File: config.mk
export PLATFORM = sky130hd
export DESIGN_NAME = parking_slot_manager
export DESIGN_NICKNAME = d
export VERILOG_FILES = /design/src/rtl/parking_slot_manager_pkg.sv /design/src/rtl/free_slot_finder.sv /design/src/rtl/parking_slot_manager.sv
export SDC_FILE = /design/constraint.sdc
export NUM_CORES = 1
export LEC_CHECK = 0
export ABC_AREA = 1
export CAP_MARGIN = 20
export CORE_MARGIN = 8
export CORE_UTILIZATION = 31
export DETAILED_ROUTE_END_ITERATION = 8
export PLACE_DENSITY = 0.61
export SETUP_SLACK_MARGIN = 0.4
export SLEW_MARGIN = 20
export SYNTH_ARGS = -nofsm -noshare
export SYNTH_HDL_FRONTEND = slang
export SYNTH_HIERARCHICAL = 1
export SYNTH_SLANG_ARGS = --single-unit
File: constraint.sdc
create_clock -name clk -period 14.3 [get_ports clk]
set_input_delay 2.86 -clock clk [delete_from_list [all_inputs] [get_ports clk]]
set_output_delay 2.86 -clock clk [all_outputs]
set_load 0.02 [all_outputs]
File: src/rtl/parking_slot_manager_pkg.sv
`default_nettype none
// +----------------------------------------------------------------------+
// | parking_defs : shared slot/FSM definitions for parking_slot_manager  |
// | Revision 1.0                                                         |
// +----------------------------------------------------------------------+
package parking_defs;

    localparam int NUM_SLOTS = 8;
    localparam int SLOT_W    = 3;
    localparam int CNT_W     = 8;

    typedef enum logic [1:0] {
        IDLE  = 2'd0,
        ALLOC = 2'd1,
        GATE  = 2'd2
    } state_t;

    function automatic logic [3:0] popcount8(input logic [NUM_SLOTS-1:0] v);
        logic [3:0] n;
        n = 4'd0;
        for (int i = 0; i < NUM_SLOTS; i++) begin
            n = n + {3'd0, v[i]};
        end
        return n;
    endfunction

endpackage
`default_nettype wire

File: src/rtl/free_slot_finder.sv
`default_nettype none
// +----------------------------------------------------------------------+
// | free_slot_finder : first free slot at or after `start`, modulo 8      |
// | Revision 1.0                                                         |
// +----------------------------------------------------------------------+
module free_slot_finder
    import parking_defs::*;
(
    input  logic [NUM_SLOTS-1:0] free_map,
    input  logic [SLOT_W-1:0]    start,
    output logic [SLOT_W-1:0]    slot,
    output logic                 found
);

    logic [NUM_SLOTS-1:0] rotated;
    logic [SLOT_W-1:0]    offset;
    logic [SLOT_W-1:0]    idx;

    // Rotate so bit 0 is `start`; a plain lowest-bit priority search then wraps.
    always_comb begin
        rotated = '0;
        idx     = '0;
        for (int i = 0; i < NUM_SLOTS; i++) begin
            idx        = start + SLOT_W'(i);
            rotated[i] = free_map[idx];
        end
    end

    always_comb begin
        offset = '0;
        found  = 1'b0;
        for (int i = NUM_SLOTS - 1; i >= 0; i--) begin
            if (rotated[i]) begin
                found  = 1'b1;
                offset = SLOT_W'(i);
            end
        end
    end

    assign slot = start + offset;

endmodule
`default_nettype wire

File: src/rtl/parking_slot_manager.sv
`default_nettype none
// +----------------------------------------------------------------------+
// | parking_slot_manager : free-slot bitmap, allocation and gate timing  |
// | Optional: ROUND_ROBIN_ALLOC_EN (rotating search start). Revision 1.0 |
// +----------------------------------------------------------------------+
module parking_slot_manager #(
    parameter int NUM_SLOTS   = 8,
    parameter int GATE_CYCLES = 4
) (
    input  logic                 clk,
    input  logic                 rst_n,
    input  logic                 enable,
    input  logic                 exit_req,
    input  logic [2:0]           exit_slot,
    output logic [NUM_SLOTS-1:0] parking_capacity,
    output logic [3:0]           free_count,
    output logic [2:0]           assigned_slot,
    output logic                 slot_valid,
    output logic                 gate_open,
    output logic                 reject,
    output logic                 exit_err
);
    import parking_defs::*;

    state_t               state, state_next;
    logic [CNT_W-1:0]     cnt;
    logic [NUM_SLOTS-1:0] cap_next;
    logic [SLOT_W-1:0]    find_start, find_slot;
    logic                 find_found;
    logic                 do_alloc, exit_ok, exit_bad;

`ifdef ROUND_ROBIN_ALLOC_EN
    logic [SLOT_W-1:0] last_slot;

    always_ff @(posedge clk or negedge rst_n) begin
        if (!rst_n) begin
            last_slot <= 3'd7;
        end else if (do_alloc) begin
            last_slot <= find_slot;
        end
    end

    assign find_start = last_slot + 1'b1;
`else
    assign find_start = '0;
`endif

    free_slot_finder u_finder (
        .free_map (parking_capacity),
        .start    (find_start),
        .slot     (find_slot),
        .found    (find_found)
    );

    always_comb begin
        state_next = state;
        do_alloc   = 1'b0;
        case (state)
            IDLE:    if (enable && (parking_capacity != '0)) state_next = ALLOC;
            ALLOC: begin
                do_alloc   = find_found;
                state_next = find_found ? GATE : IDLE;
            end
            GATE:    if (cnt == '0) state_next = IDLE;
            default: state_next = IDLE;
        endcase

        // An exit can never hit the slot being allocated: that slot is free,
        // so its exit is flagged as an error instead of touching the bitmap.
        exit_ok  = exit_req && !parking_capacity[exit_slot];
        exit_bad = exit_req &&  parking_capacity[exit_slot];

        cap_next = parking_capacity;
        if (do_alloc) cap_next[find_slot] = 1'b0;
        if (exit_ok)  cap_next[exit_slot] = 1'b1;
    end

    always_ff @(posedge clk or negedge rst_n) begin
        if (!rst_n) begin
            state            <= IDLE;
            cnt              <= '0;
            parking_capacity <= '1;
            free_count       <= 4'd8;
            assigned_slot    <= '0;
            slot_valid       <= 1'b0;
            gate_open        <= 1'b0;
            reject           <= 1'b0;
            exit_err         <= 1'b0;
        end else begin
            state            <= state_next;
            parking_capacity <= cap_next;
            free_count       <= popcount8(cap_next);
            slot_valid       <= do_alloc;
            reject           <= (state == IDLE) && enable && (parking_capacity == '0);
            exit_err         <= exit_bad;
            // Registered one cycle behind GATE so the barrier lags the grant.
            gate_open        <= (state == GATE);
            if (do_alloc) assigned_slot <= find_slot;
            if (state == ALLOC) begin
                cnt <= CNT_W'(GATE_CYCLES - 1);
            end else if ((state == GATE) && (cnt != '0)) begin
                cnt <= cnt - 1'b1;
            end
        end
    end

endmodule
`default_nettype wire

==> key figures, run 1 <==
Outcome
  • Outcome: finished, final reports clean

Timing
  • Slew Limit Fails: 0
  • Max transition margin: 55.2%
  • Setup TNS: 0 ns
  • Least-Margin Pin Slew: between 0.6 and 0.7 ns
  • Final Critical Period: 6.75 ns
  • Endpoints failing hold: 0
  • FMAX: 148 MHz
  • Worst clock skew: between 0.002 and 0.003 ns
  • Post-route clock period utilization: 47.2%
  • Final setup margin: 7.55 ns
  • Unrepaired setup endpoints after global routing: false
  • Final setup viols: 0

Route
  • ANT nets after route: 0
  • DRT Pass-1 Iters: 4
  • Routed wire length per instance: 11.1 µm
  • Detailed Route Iter0 Violations: between 60 and 70
  • Vias per cell: 4.43
  • Post-route DRC: 0
  • DR vias: 2021
  • Routed WL: just over 5000 µm

Die
  • Std-Cell Rows: 31
  • Placeable Area: 7100 µm²
  • Chip width: 101 µm
  • Die H: approximately 100 µm
  • Starting Density: a little under a third
  • DIE AREA: about 10000 µm²
  • I/O Pins: 26

Layout
  • Fraction of layout cells with a size suffix above 1: between 10 and 15%
  • Antenna diodes: 0
  • Nets: between 300 and 400
  • Design Area, Final: between 2000 and 3000 µm²
  • Layout area overhead: 20.3%

Pwr
  • Cell Pwr Density: 230 nW/µm²
  • Max rail drop VDD: 166 µV
  • Leak: about 0.0014 µW

GRT
  • Vias in the first global route: 1910
  • First-pass GRT wire length: 8630 µm
  • Largest net degree at the start of global routing: 30
  • Tot GR Track Use: a little over a tenth
  • Grt ovf: 0
  • Initial antenna violation count: 0

Critical path
  • Cell mode on critical path: inv_1
  • CP top delay family: adder cells
  • RR Startpoint: parking_capacity[3]$_DFF_PN1_
  • Crit. Startpoint: exit_slot[0]
  • Crit-path cells: clkdlybuf4s50_1 -> inv_8 -> nand2_2 -> nand2_1 -> nand2_1 -> nand2_1 -> nor2_2 -> nand3_1 -> nand2_1 -> inv_1 -> fa_1 -> inv_1 -> fa_1 -> inv_1 -> fa_1 -> inv_1 -> ha_1 -> inv_1 -> fa_1 -> xnor2_1
  • Crit-path max FO: 12
  • CP max-delay cell: clkdlybuf4s50_1
  • Max incr delay on CP: 0.74 ns
  • Startpoint types: input port
  • Buffer and inverter count on the worst path: 7
  • WP data required: between 10 and 15 ns
  • Crit path kind: in2reg
  • Critical Path Sink Type: flip-flop
  • Crit path arrival time: around 7 ns

Clocking
  • Setup Fix Bufs, Post-CTS: 0
  • CTS sink count: 29
  • Hold_buf cts: 0
  • Clock root buffer: clkbuf_8
  • Post-CTS resize count: 0
  • CTS tree: yes
  • CTS max path bufs: 2
  • H-tree lvl count: 2
  • Num CTS Buffers: 5
  • Worst skew pair latency: 0.27 ns
  • Clock transition at path regs: about 0.060 ns

Flow run
  • Total of max-cap violations: 0

Placement
  • Post-placement cell area: 2590 µm²
  • Hpwl dp: 4000 µm
  • Final GP Congestion: ~0.83
  • Port-buffer cells: 25
  • Post-Place Setup Slack: 7.27 ns

Hold path
  • Hold Path Class: reg2reg
  • Hold path start: assigned_slot[2]$_DFFE_PN0N_

Synth
  • Sequential cell area fraction in the yosys report: between 30% and 40%
  • Synth warnings: 6
  • Unique cell type count in the Yosys netlist: 35
  • Top_reg_cell synth: dfrtp_1
  • Synth Register Bits: 29
  • Avg Synthesized Cell Area: 7.00 µm²
  • Asr flop ratio synth: 100%
  • Cells after Synth: around 320
  • Number of enable flip-flop cells after synthesis: 0
  • Mapped cell area: 2230 µm²
[per-layer routing]
layer | part of all wire (%) | global-route usage (%) | vias to the layer above
li1 | - | - | 1058
met1 | 45 | 12.1 | 936
met2 | 51 | 18.4 | 23
met3 | 2.9 | 1.93 | 4
met4 | 1.1 | 4.65 | 0
met5 | 0 | 0 | -
[power by group]
group | internal, µW | switching (µW)
sequential | 131 | 35.8
clock | 43.4 | 30.6
combinational | 156 | 222
[cell usage after synthesis, types with 3 or more instances]
library cell / n / share of area [%]
nand2_1: 108 / 18
inv_1: 47 / 7.9
o22ai_1: 3 / 0.84
fa_1: 5 / 4.5
xnor2_1: 3 / 1.2
buf_6: 4 / 2.0
nand2_2: 6 / 1.7
a21oi_1: 5 / 1.1
dfstp_2: 9 / 11
dfrtp_1: 20 / 22
o21ai_0: 11 / 2.5
nor2_1: 23 / 3.9
ha_1: 8 / 4.5
xor2_1: 3 / 1.2
nand3b_1: 3 / 1.0
nand3_1: 36 / 8.1
[cell type report]
type | count | area (µm²)
inverters | 51 | 204
fillers | 738 | 4410
multi-input cells | 243 | 1260
repair buffers | 26 | 258
clock buffers | 7 | 96.3
clock inverters | 1 | 5.00
well taps | 99 | 124
flip-flops and latches | 29 | 737
[kinds of logic after synthesis]
kind of cell	synth area share [%]
XOR/XNOR	3.08
other	0.168
flip-flops	33.0
AND/OR/NAND/NOR	36.6
buffers and inverters	12.1
AO/OA/AOI/OAI	6.05
adder cells (fa/ha/maj)	8.96
[layout by cell type (no fill, tap or decap), drive strengths merged, types with 2 or more instances in the layout]
master	netlist	layout
nand2	114	114
inv	51	51
nand3	38	38
nor2	26	26
clkdlybuf4s50	0	25
dfrtp	20	20
o21ai	12	12
conb	1	11
dfstp	9	9
ha	8	8
clkbuf	1	7
a21oi	6	6
fa	5	5
xnor2	4	4
nand3b	3	3
xor2	3	3
o22ai	3	3
nor4	2	2
o21bai	2	2
nand4	2	2
[through the flow]
stage | hold WS, ns | std cells | util, % | total power, µW
6_report | 0.510 | 456 | 37.9 | 618
5_1_grt | 0.554 | 456 | 37.9 | 685
4_1_cts | 0.516 | 456 | 37.9 | 628
3_5_place_dp | 0.498 | 448 | 36.4 | 550
3_3_place_gp | 0.490 | 448 | 36.4 | 544
2_1_floorplan | 0.464 | 329 | - | 435
[worst min-delay path, cell delays in order (launching register included)]
cell	delay (ns)
dfrtp_1	0.36
nand2_1	0.06
nand2_1	0.06
[state kept, by name, summed over array words and instances, names as in the netlist]
name,cells
exit_err,1
parking_capacity,8
assigned_slot,3
reject,1
cnt,8
slot_valid,1
state,2
free_count,4
gate_open,1
[worst paths after layout]
path	slack, ns	to	cells past startpoint
max in group asynchronous	11.02	parking_capacity[4]$_DFF_PN1_	2
hold reg to reg	0.51	assigned_slot[2]$_DFFE_PN0N_	2
min in group asynchronous	2.97	free_count[1]$_DFF_PN0_	2
setup reg to reg	9.34	free_count[2]$_DFF_PN0_	23
hold / removal	0.51	assigned_slot[2]$_DFFE_PN0N_	2
setup / recovery	7.55	free_count[2]$_DFF_PN0_	20
(Power assumes the default switching activity.)
==> run 2, diff against run 1 <==
- clock period: 14.3 -> 6.24 ns (I/O delays scaled with it)
==> run 2 against run 1 <==
Against the previous run:
- critical path depth is the same
- routed wire length increased by 0.50%
- sequential cell count unchanged
- hold slack worse by 0.0060 ns
- non-clock buffer count stayed put
- clock power increased by 95%
- clock skew up 0.0049 ns
- critical endpoint unchanged
- largest cell class unchanged
- largest power group unchanged
==> key figures, run 2 (same netlist as run 1, synthesis figures left out) <==
Die
  • Starting Density: 31.5% (unchanged)
  • DIE AREA: 10200 µm² (unchanged)
  • Die H: 101 µm (unchanged)
  • Std-Cell Rows: 31 (unchanged)
  • Placeable Area: 7100 µm² (unchanged)
  • Chip width: 101 µm (unchanged)
  • I/O Pins: 26 (unchanged)

Route
  • ANT nets after route: 0 (unchanged)
  • Routed wire length per instance: 11.1 µm (+0.50%)
  • DRT Pass-1 Iters: 4 (unchanged)
  • Post-route DRC: 0 (unchanged)
  • Top sig layer: met4
  • Vias per cell: 4.46 (+0.59%)
  • Detailed Route Iter0 Violations: 80 (+18%)
  • Routed WL: 5070 µm (+0.50%)
  • Metal2 WL: 2600 µm (+0.54%)
  • WL met3: 128 µm (-13%)
  • DR vias: 2033 (+0.59%)
  • Metal1 wirelength: 2230 µm (-0.93%)

GRT
  • Grt ovf: 0 (unchanged)
  • Initial antenna violation count: 0 (unchanged)
  • Vias in the first global route: 1953 (+2.3%)
  • Largest net degree at the start of global routing: 30 (unchanged)
  • Tot GR Track Use: 10.6% (+0.10 points)
  • First-pass GRT wire length: 8690 µm (+0.72%)

Clocking
  • Worst skew pair latency: 0.27 ns (about the same)
  • Post-CTS resize count: 0 (unchanged)
  • Num CTS Buffers: 5 (unchanged)
  • Clock root buffer: clkbuf_8
  • H-tree lvl count: 2 (unchanged)
  • CTS tree: yes
  • Hold_buf cts: 0 (unchanged)
  • Setup Fix Bufs, Post-CTS: 0 (unchanged)
  • CTS max path bufs: 2 (unchanged)
  • Clock transition at path regs: 0.06 ns (about the same)
  • CTS sink count: 29 (unchanged)

Critical path
  • Cell mode on critical path: inv_1
  • Critical Path Sink Type: flip-flop
  • Max incr delay on CP: 0.75 ns (about the same)
  • WP data required: 6.40 ns (-8.06 ns)
  • FF-to-FF setup slack: 1.29 ns (-8.05 ns)
  • Startpoint types: input port
  • Buffer and inverter count on the worst path: 7 (unchanged)
  • R2R depth: 23 (unchanged)
  • Reg-to-Reg End: free_count[2]$_DFF_PN0_
  • Crit-path cells: clkdlybuf4s50_1 -> inv_8 -> nand2_2 -> nand2_1 -> nand2_1 -> nand2_1 -> nor2_2 -> nand3_1 -> nand2_1 -> inv_1 -> fa_1 -> inv_1 -> fa_1 -> inv_1 -> fa_1 -> inv_1 -> ha_1 -> inv_1 -> fa_1 -> xnor2_1
  • CP top delay family: adder cells
  • CP max-delay cell: clkdlybuf4s50_1
  • RR Startpoint: parking_capacity[3]$_DFF_PN1_
  • Crit path arrival time: 5.28 ns (-1.62 ns)
  • Crit path kind: in2reg
  • Crit-path max FO: 12 (unchanged)

Timing
  • FMAX: roughly 200 MHz
  • Max transition margin: 53.1% (-2.0 points)
  • Final setup viols: 0 (unchanged)
  • Slew Limit Fails: 0 (unchanged)
  • Setup TNS: 0 ns (unchanged)
  • Least-Margin Pin Slew: 0.698 ns (+0.0303 ns)
  • Worst clock skew: 0.00763 ns (+0.00491 ns)
  • Endpoints failing hold: 0 (unchanged)
  • Post-route clock period utilization: 82.1%
  • Unrepaired setup endpoints after global routing: false
  • Final Critical Period: 5.12 ns

Placement
  • Final GP Congestion: 0.828 (about the same)
  • Hpwl dp: 4020 µm (+0.50%)
  • Dpl cells: 448 (unchanged)
  • Port-buffer cells: 25 (unchanged)

Pwr
  • Combinational share of power: 62.3% (+1.2 points)
  • Leak: 0.00138 µW (-0.86%)
  • Max rail drop VDD: 429 µV (+160%)
  • Switch Pwr: 659 µW (+130%)
  • Share of total power in sequential cells: 27.4% (+0.5 points)
  • Cell Pwr Density: 523 nW/µm² (+130%)
  • Clk pwr share: 10.3% (-1.7 points)
  • Switching Share: 47.2% (+0.58 points)
  • Cell Int Power: 736 µW (+120%)

Outcome
  • Outcome: finished, final reports clean

Layout
  • Fraction of layout cells with a size suffix above 1: 9.52% (-0.56 points)
  • Fillers: 757 (+2.6%)
  • Most common cell after layout, fill and taps aside: nand2_1
  • Largest regs: cnt (8), parking_capacity (8), free_count (4)
  • Antenna diodes: 0 (unchanged)
  • Area taken by multi-input logic gates: 1260 µm² (unchanged)
  • Commonest cells after routing, fill and taps aside: 108 x nand2_1, 47 x inv_1, 36 x nand3_1, 25 x clkdlybuf4s50_1, 23 x nor2_1
  • Register area: 737 µm² (unchanged)
  • Final Non-Filler Cells: 456 (unchanged)
  • Layout area overhead: 19.4%
  • Nets: 376 (unchanged)

Hold path
  • Worst hold path depth: 2 (unchanged)
  • Hold Path Class: reg2reg
  • Hold path start: assigned_slot[1]$_DFFE_PN0N_
  • End of the worst hold path: assigned_slot[1]$_DFFE_PN0N_

Flow run
  • Total of max-cap violations: 0 (unchanged)
## run 2: worst reg2reg max path, cell delays in order (launching register included)
cell and delay, ns:
dfstp_2 0.61, nand2_1 0.09, nand3_1 0.09, nand2_1 0.06, o21a_1 0.19, nand2_2 0.09
o21bai_1 0.10, fa_1 0.49, inv_1 0.11, inv_1 0.08, or2_2 0.28, o21ai_0 0.23
nand2_1 0.10, inv_1 0.08, fa_1 0.42, inv_1 0.08, fa_1 0.41, inv_1 0.09
fa_1 0.42, inv_1 0.07, ha_1 0.17, inv_1 0.06, fa_1 0.37, xnor2_1 0.13
## run 2: worst max-delay path by stage
stage | from | end | cells past startpoint
after global placement | exit_slot[0] | free_count[1]$_DFF_PN0_ | 18
after detailed placement | exit_slot[0] | free_count[2]$_DFF_PN0_ | 18
final | exit_slot[0] | free_count[2]$_DFF_PN0_ | 20
after CTS | exit_slot[0] | free_count[1]$_DFF_PN0_ | 18
after global routing | exit_slot[0] | free_count[2]$_DFF_PN0_ | 18
after floorplan | parking_capacity[3]$_DFF_PN1_ | free_count[2]$_DFF_PN0_ | 23
## run 2: metal layers
layer  global-route usage, %  up-vias
met5                       0        -
met4                    5.70        0
met3                    1.52        9
met2                    18.7       32
met1                    12.0      939
li1                        -     1053
## run 2: area by class of cell
cell class,instances,area share [%]
Inverter,51,7.65
Clock inverter,1,0.188
Timing Repair Buffer,26,9.66
Sequential cell,29,27.6
Clock buffer,7,2.86
Tap cell,99,4.64
Multi-Input combinational cell,243,47.4
## run 2: per-stage QoR
stage	hold WS, ns	area, µm²	setup WS, ns	total power (µW)	utilization, %
detailed placement	0.498	2590	0.795	1270	36.4
global route	0.553	2670	0.787	1560	37.6
global placement	0.490	2590	0.915	1250	36.4
CTS	0.515	2670	1.10	1420	37.6
floorplan	0.464	2270	1.68	996	-
finish	0.504	2670	1.12	1390	37.6
## run 2: power groups by stage
stage	Clock (µW)	Sequential (µW)	Combinational [µW]
floorplan	0	425	571
global placement	0	386	859
detailed placement	0	386	880
CTS	151	384	883
global route	159	396	1010
finish	144	382	869
